[src/rtl/rsc2_cstate_acc.sv]
// rsc2_cstate_acc
//   Pre-encoding state accumulator for the rsc2 circular (tail-biting)
//   duo-binary encoder. During the first encoding pass it runs the 16-state
//   recursive trellis from the all-zero state. It also tracks the packet
//   length modulo 15 and the raw symbol count. At end of packet it registers
//   the final state S0N and N mod 15. These values address the
//   circulation-state table.
//
// Parameters
//   pNUM_W   width of the symbol counter (max N = 2^pNUM_W - 1)
//
// Ports
//   iclk      clock
//   ireset    asynchronous active-low reset
//   iclkena   clock enable, freezes all state when low
//   ival      symbol valid
//   isop      first symbol of packet (qualified by ival)
//   ieop      last symbol of packet (qualified by ival)
//   idat      duo-binary symbol, idat[1] = A, idat[0] = B
//   obusy     packet in progress
//   oval      result valid, one enabled-cycle pulse
//   ostate    final trellis state S0N
//   oNmod15   N mod 15 (0..14)
//   onum      symbol count N (saturating)
//   oerr      result unusable: N mod 15 == 0 or length overflow
module rsc2_cstate_acc #(
  parameter int pNUM_W = 13
) (
  input  logic              iclk,
  input  logic              ireset,
  input  logic              iclkena,
  input  logic              ival,
  input  logic              isop,
  input  logic              ieop,
  input  logic [1:0]        idat,
  output logic              obusy,
  output logic              oval,
  output logic [3:0]        ostate,
  output logic [3:0]        oNmod15,
  output logic [pNUM_W-1:0] onum,
  output logic              oerr
);

  localparam logic [pNUM_W-1:0] CNT_MAX = {pNUM_W{1'b1}};

  typedef enum logic {IDLE, RUN} fsm_t;

  fsm_t              fsm_reg, fsm_next;
  logic [3:0]        s_reg, s_next;
  logic [3:0]        mod_reg, mod_next;
  logic [pNUM_W-1:0] cnt_reg, cnt_next;
  logic              ovf_reg, ovf_next;
  logic              done;
  logic              accept;

  // One step of the recursive duo-binary trellis.
  function automatic logic [3:0] trellis_step(input logic [3:0] s, input logic [1:0] d);
    logic fb;
    fb = d[1] ^ d[0] ^ s[3] ^ s[2];
    return {s[2], s[1] ^ d[0], s[0] ^ d[0], fb};
  endfunction

  assign accept = iclkena & ival;

  always_comb begin
    fsm_next = fsm_reg;
    s_next   = s_reg;
    mod_next = mod_reg;
    cnt_next = cnt_reg;
    ovf_next = ovf_reg;
    done     = 1'b0;
    if (accept) begin
      if (isop) begin
        // A start always (re)starts from the zero state. In RUN this
        // silently drops the packet that was in progress.
        s_next   = trellis_step(4'd0, idat);
        mod_next = 4'd1;
        cnt_next = {{(pNUM_W-1){1'b0}}, 1'b1};
        ovf_next = 1'b0;
        if (ieop) begin
          done     = 1'b1;
          fsm_next = IDLE;
        end else begin
          fsm_next = RUN;
        end
      end else if (fsm_reg == RUN) begin
        s_next   = trellis_step(s_reg, idat);
        mod_next = (mod_reg == 4'd14) ? 4'd0 : mod_reg + 4'd1;
        // Count saturates; the sticky flag marks the result as unusable
        // while the state and mod15 keep tracking the true length.
        if (cnt_reg == CNT_MAX) begin
          ovf_next = 1'b1;
        end else begin
          cnt_next = cnt_reg + {{(pNUM_W-1){1'b0}}, 1'b1};
        end
        if (ieop) begin
          done     = 1'b1;
          fsm_next = IDLE;
        end
      end
    end
  end

  always_ff @(posedge iclk or negedge ireset) begin
    if (!ireset) begin
      fsm_reg <= IDLE;
      s_reg   <= 4'd0;
      mod_reg <= 4'd0;
      cnt_reg <= '0;
      ovf_reg <= 1'b0;
      oval    <= 1'b0;
      ostate  <= 4'd0;
      oNmod15 <= 4'd0;
      onum    <= '0;
      oerr    <= 1'b0;
    end else if (iclkena) begin
      fsm_reg <= fsm_next;
      s_reg   <= s_next;
      mod_reg <= mod_next;
      cnt_reg <= cnt_next;
      ovf_reg <= ovf_next;
      oval    <= done;
      // Result registers hold until the next completed packet.
      if (done) begin
        ostate  <= s_next;
        oNmod15 <= mod_next;
        onum    <= cnt_next;
        oerr    <= (mod_next == 4'd0) | ovf_next;
      end
    end
  end

  assign obusy = (fsm_reg == RUN);

endmodule

[config.mk]
export PLATFORM = sky130hd
export DESIGN_NAME = rsc2_cstate_acc
export DESIGN_NICKNAME = d
export VERILOG_FILES = /design/src/rtl/rsc2_cstate_acc.sv
export SDC_FILE = /design/constraint.sdc
export NUM_CORES = 1
export LEC_CHECK = 0
export CAP_MARGIN = 5
export CORE_AREA = 2 2 72 74
export CTS_CLUSTER_SIZE = 14
export DETAILED_ROUTE_END_ITERATION = 6
export DIE_AREA = 0 0 74 76
export GPL_TIMING_DRIVEN = 0
export PLACE_DENSITY = 0.72
export SYNTH_ARGS = -nofsm -noshare
export SYNTH_HDL_FRONTEND = slang
export SYNTH_SLANG_ARGS = --single-unit
export TNS_END_PERCENT = 20
[constraint.sdc]
create_clock -name iclk -period 4.25 [get_ports iclk]
set_clock_uncertainty 0.05 [all_clocks]
set_input_delay 0.425 -clock iclk [delete_from_list [all_inputs] [get_ports iclk]]
set_output_delay 0.425 -clock iclk [all_outputs]
set_load 0.01 [all_outputs]
==> summary.md, run 1 <==
| Metric | Value |
|---|---|
| Final worst path period share | 55.5% |
| Post-Synthesis Cells | 234 |
| Setup crit end kind | flip-flop |
| Final hold vios | 0 |
| NumNets Final | 283 |
| Crit path largest cell delay | 0.53 ns |
| ANT cells | 0 |
| Mapped cell area | 2350 sq um |
| Worst-margin pin slew | 0.709 ns |
| Crit path launch | iclkena |
| Routing usage on met3 | 3.97% |
| Seq/Total Area, Yosys | 49.1% |
| Pre-CTS WS | 1.54 ns |
| Clock tree from TritonCTS | yes |
| M2 GR Usage | 30.9% |
| Hold buffer count at CTS | 1 |
| GPL Wtd Cong | 0.832 |
| Distinct cells, synth | 52 |
| Starting Density | 47.8% |
| Synth warn | 0 |
| Finish-stage setup viols | 0 |
| DR pass1 iterations | 4 |
| Worst-path cell chain | clkdlybuf4s50_1 -> and2_1 -> clkbuf_1 -> o211ai_1 -> clkbuf_1 -> mux2_2 |
| Clk root buf | clkbuf_8 |
| CP top delay family | buffers and inverters |
| Final min period | 2.36 ns |
| Main flop type after synthesis | dfrtp_1 |
| Layout cells sized above 1 | 9.09% |
| Flop-to-flop setup slack | 2.13 ns |
| Type of origin of the critical path | input port |
| Grt ovf | 0 |
| Site row count | 26 |
| WL/cell | 15.2 um |
| Min Hold Slack | 0.427 ns |
| Post-route ant nets | 0 |
| Setup Fix Bufs, Post-CTS | 0 |
| Syn Area/Cell | 10.0 sq um |
| Worst IR Drop VDD | 0.247 mV |
| Post-cts sizing count | 0 |
| Synthesized flop and latch total | 46 |
| P_leak | 0.00118 uW |
| PnR worst setup slack | 1.89 ns |
| CP Max Fanout | 10 |
| H-tree levels | 2 |
| Most frequent cell after synthesis | dfrtp_1 |
| RSZ-0062 raised after global routing | no |
| Layout area overhead | 22.6% |
| Total Wirelength | 5240 um |
| CP most frequent cell | clkbuf_1 |
| Initial DRC Count | 172 |
| Busiest grt layer | met2 |
| GRT Overall Usage | 20.4% |
| Setup CP Type | in -> reg |
| I/O pin cnt | 32 |
| Die Height | 76 um |
| Filler instances | 438 |
| Min-Delay Endpoint | onum[6]$_DFFE_PN0P_ |
| Total CTS buffers | 5 |
| Die ar. | 5620 sq um |
| Post-route DRC | 0 |
| Core area | 4910 sq um |
| RR Endpoint | ostate[3]$_DFFE_PN0P_ |
| Synth top area share | 49.1% |
| Die W | 74 um |
| Hold-critical path depth | 2 |
| R2R cell count | 4 |
| Vias in the first global route | 1858 |
| Post-Syn Nets | 243 |
| Clk slew on worst S/H paths | 0.08 ns |
| Fin. max-slew vios | 0 |
| Setup_tns | 0 ns |
| P per Cell Area | 398 nW/um^2 |
| Via/cell ratio | 5.66 |
| List of most frequent post-synthesis cells | dfrtp_1, nand2_1, a21oi_1, o21ai_0, nand3_1 |
| Met1 GRT Util | 29.0% |
| Clock tree buffer depth | 2 |
| Port Buffers | 31 |
| Via count | 1953 |
| Multi-input logic area | 1100 sq um |
| DP Wirelength | 3710 um |
| CTS sink count | 46 |
| Slowest CP cell | clkdlybuf4s50_1 |
| Register area | 1150 sq um |
| Worst Hold Class | reg -> reg |
| Worst Hold Launch | onum[6]$_DFFE_PN0P_ |
| Crit path arrival time | 2.49 ns |
| Asr flop ratio synth | 100% |
| Global-route wire length before repair | 8940 um |
| Fmax | 424 MHz |
| CP required | 4.38 ns |
| Antenna violations before repair | 0 |
| Ranking of synthesized cells by area | dfrtp_1, a21oi_1, nand2_1 |
| Worst R2R Start | obusy$_DFFE_PN0P_ |
| Clock Latency Late Sink | 0.30 ns |
| Relative slew slack | 52.6% |
| Post-synth top area cell | dfrtp_1 |
| Buf/Inv on CP | 3 |
| EDFF count, synth | 0 |
| Largest net degree at the start of global routing | 35 |
| Max_cap viols | 0 |
| Status | completed |
==> routing by layer <==
layer,up-vias,routed length (um)
met2,52,2490
met1,932,2390
li1,956,-
met5,-,0
met3,13,219
met4,0,135
==> worst register-to-register path: stages (launching register included) <==
cell      delay (ns)
dfrtp_1         0.43
buf_2           0.20
o211ai_1        0.47
clkbuf_1        0.47
mux2_2          0.39
==> cell usage in the layout, fill, tap and decap left out, types with 2 or more instances in the layout <==
cell type	count
nor3_1	5
nand3_1	12
xnor2_1	2
clkbuf_8	5
and2_1	2
a211oi_1	2
or3_1	7
dfrtp_1	46
mux2i_1	2
o31ai_1	6
clkdlybuf4s50_1	30
o311a_1	2
inv_1	5
nor4b_1	4
and3_1	3
a21o_1	2
o21ai_1	2
mux2_2	6
nor2b_1	5
o21ai_0	14
nor2_1	9
a21oi_1	18
clkbuf_1	10
or4_1	7
buf_2	2
nand2_1	24
o211ai_1	7
a211o_1	3
nor3b_1	3
clkbuf_2	2
nand3_2	2
==> layout make-up <==
cell class                 count  share of cell area (%)
buffer                        14                    2.74
clock buffer                   7                    2.65
clock inverter                 1                    1.04
inverter                       5                   0.653
multi-input combinational    169                    38.2
sequential                    46                    40.0
tap                           70                    3.05
timing repair buffer          33                    11.7
==> metrics by stage <==
stage | util (%) | std cells | total power, uW | instance area (sq um)
after floorplan | - | 234 | 707 | 2350
after global placement | 55.9 | 335 | 823 | 2740
after detailed placement | 56.2 | 336 | 830 | 2760
after CTS | 58.5 | 345 | 1150 | 2880
after global routing | 58.5 | 345 | 1210 | 2880
final | 58.5 | 345 | 1140 | 2880
==> worst max path at each step <==
stage	depth (start not counted)	slack, ns	end
after detailed placement	5	1.54	ostate[3]$_DFFE_PN0P_
after global placement	1	1.40	oval$_DFFE_PN0P_
final	6	1.89	ostate[3]$_DFFE_PN0P_
after global routing	6	1.74	ostate[3]$_DFFE_PN0P_
after CTS	5	1.87	ostate[3]$_DFFE_PN0P_
after floorplan	4	2.41	oNmod15[3]$_DFFE_PN0P_
==> report_power, final <==
group          total [uW]  leakage, uW  internal [uW]  switching [uW]
combinational         265     0.000522            138             126
sequential            560     0.000608            500            60.0
clock                 320    0.0000524            176             144
==> cells by family (layout without fill, tap and decap cells) <==
kind of cell	after synthesis	after routing	share of synthesized area, %
AND/OR/NAND/NOR	91	91	22.2
AO/OA/AOI/OAI	66	66	19.2
flip-flops	46	46	49.1
buffers and inverters	19	60	4.16
multiplexers	8	8	3.73
XOR/XNOR	3	3	1.12
adder cells (fa/ha/maj)	1	1	0.533
Note: power is estimated with default switching activity, not from simulation.
==> inputs of run 2 (changes only) <==
==> constraint.sdc (replaced) <==
create_clock -name iclk -period 2.4 [get_ports iclk]
set_clock_uncertainty 0.05 [all_clocks]
set_input_delay 0.24 -clock iclk [delete_from_list [all_inputs] [get_ports iclk]]
set_output_delay 0.24 -clock iclk [all_outputs]
set_load 0.01 [all_outputs]
==> results of run 2 <==
The final DEF is identical to that of run 1. Status: completed.
Among the figures that moved: setup slack after placement 1.54 ns -> -0.121 ns; clock-pin slew on the worst setup and hold paths 0.08 ns -> 0.09 ns; setup slack after layout 1.89 ns -> 0.227 ns; hold slack 0.427 ns -> 0.304 ns; register-to-register setup slack 2.13 ns -> 0.28 ns; total power 1140 uW -> 2030 uW; worst IR drop on VDD 0.247 mV -> 0.437 mV
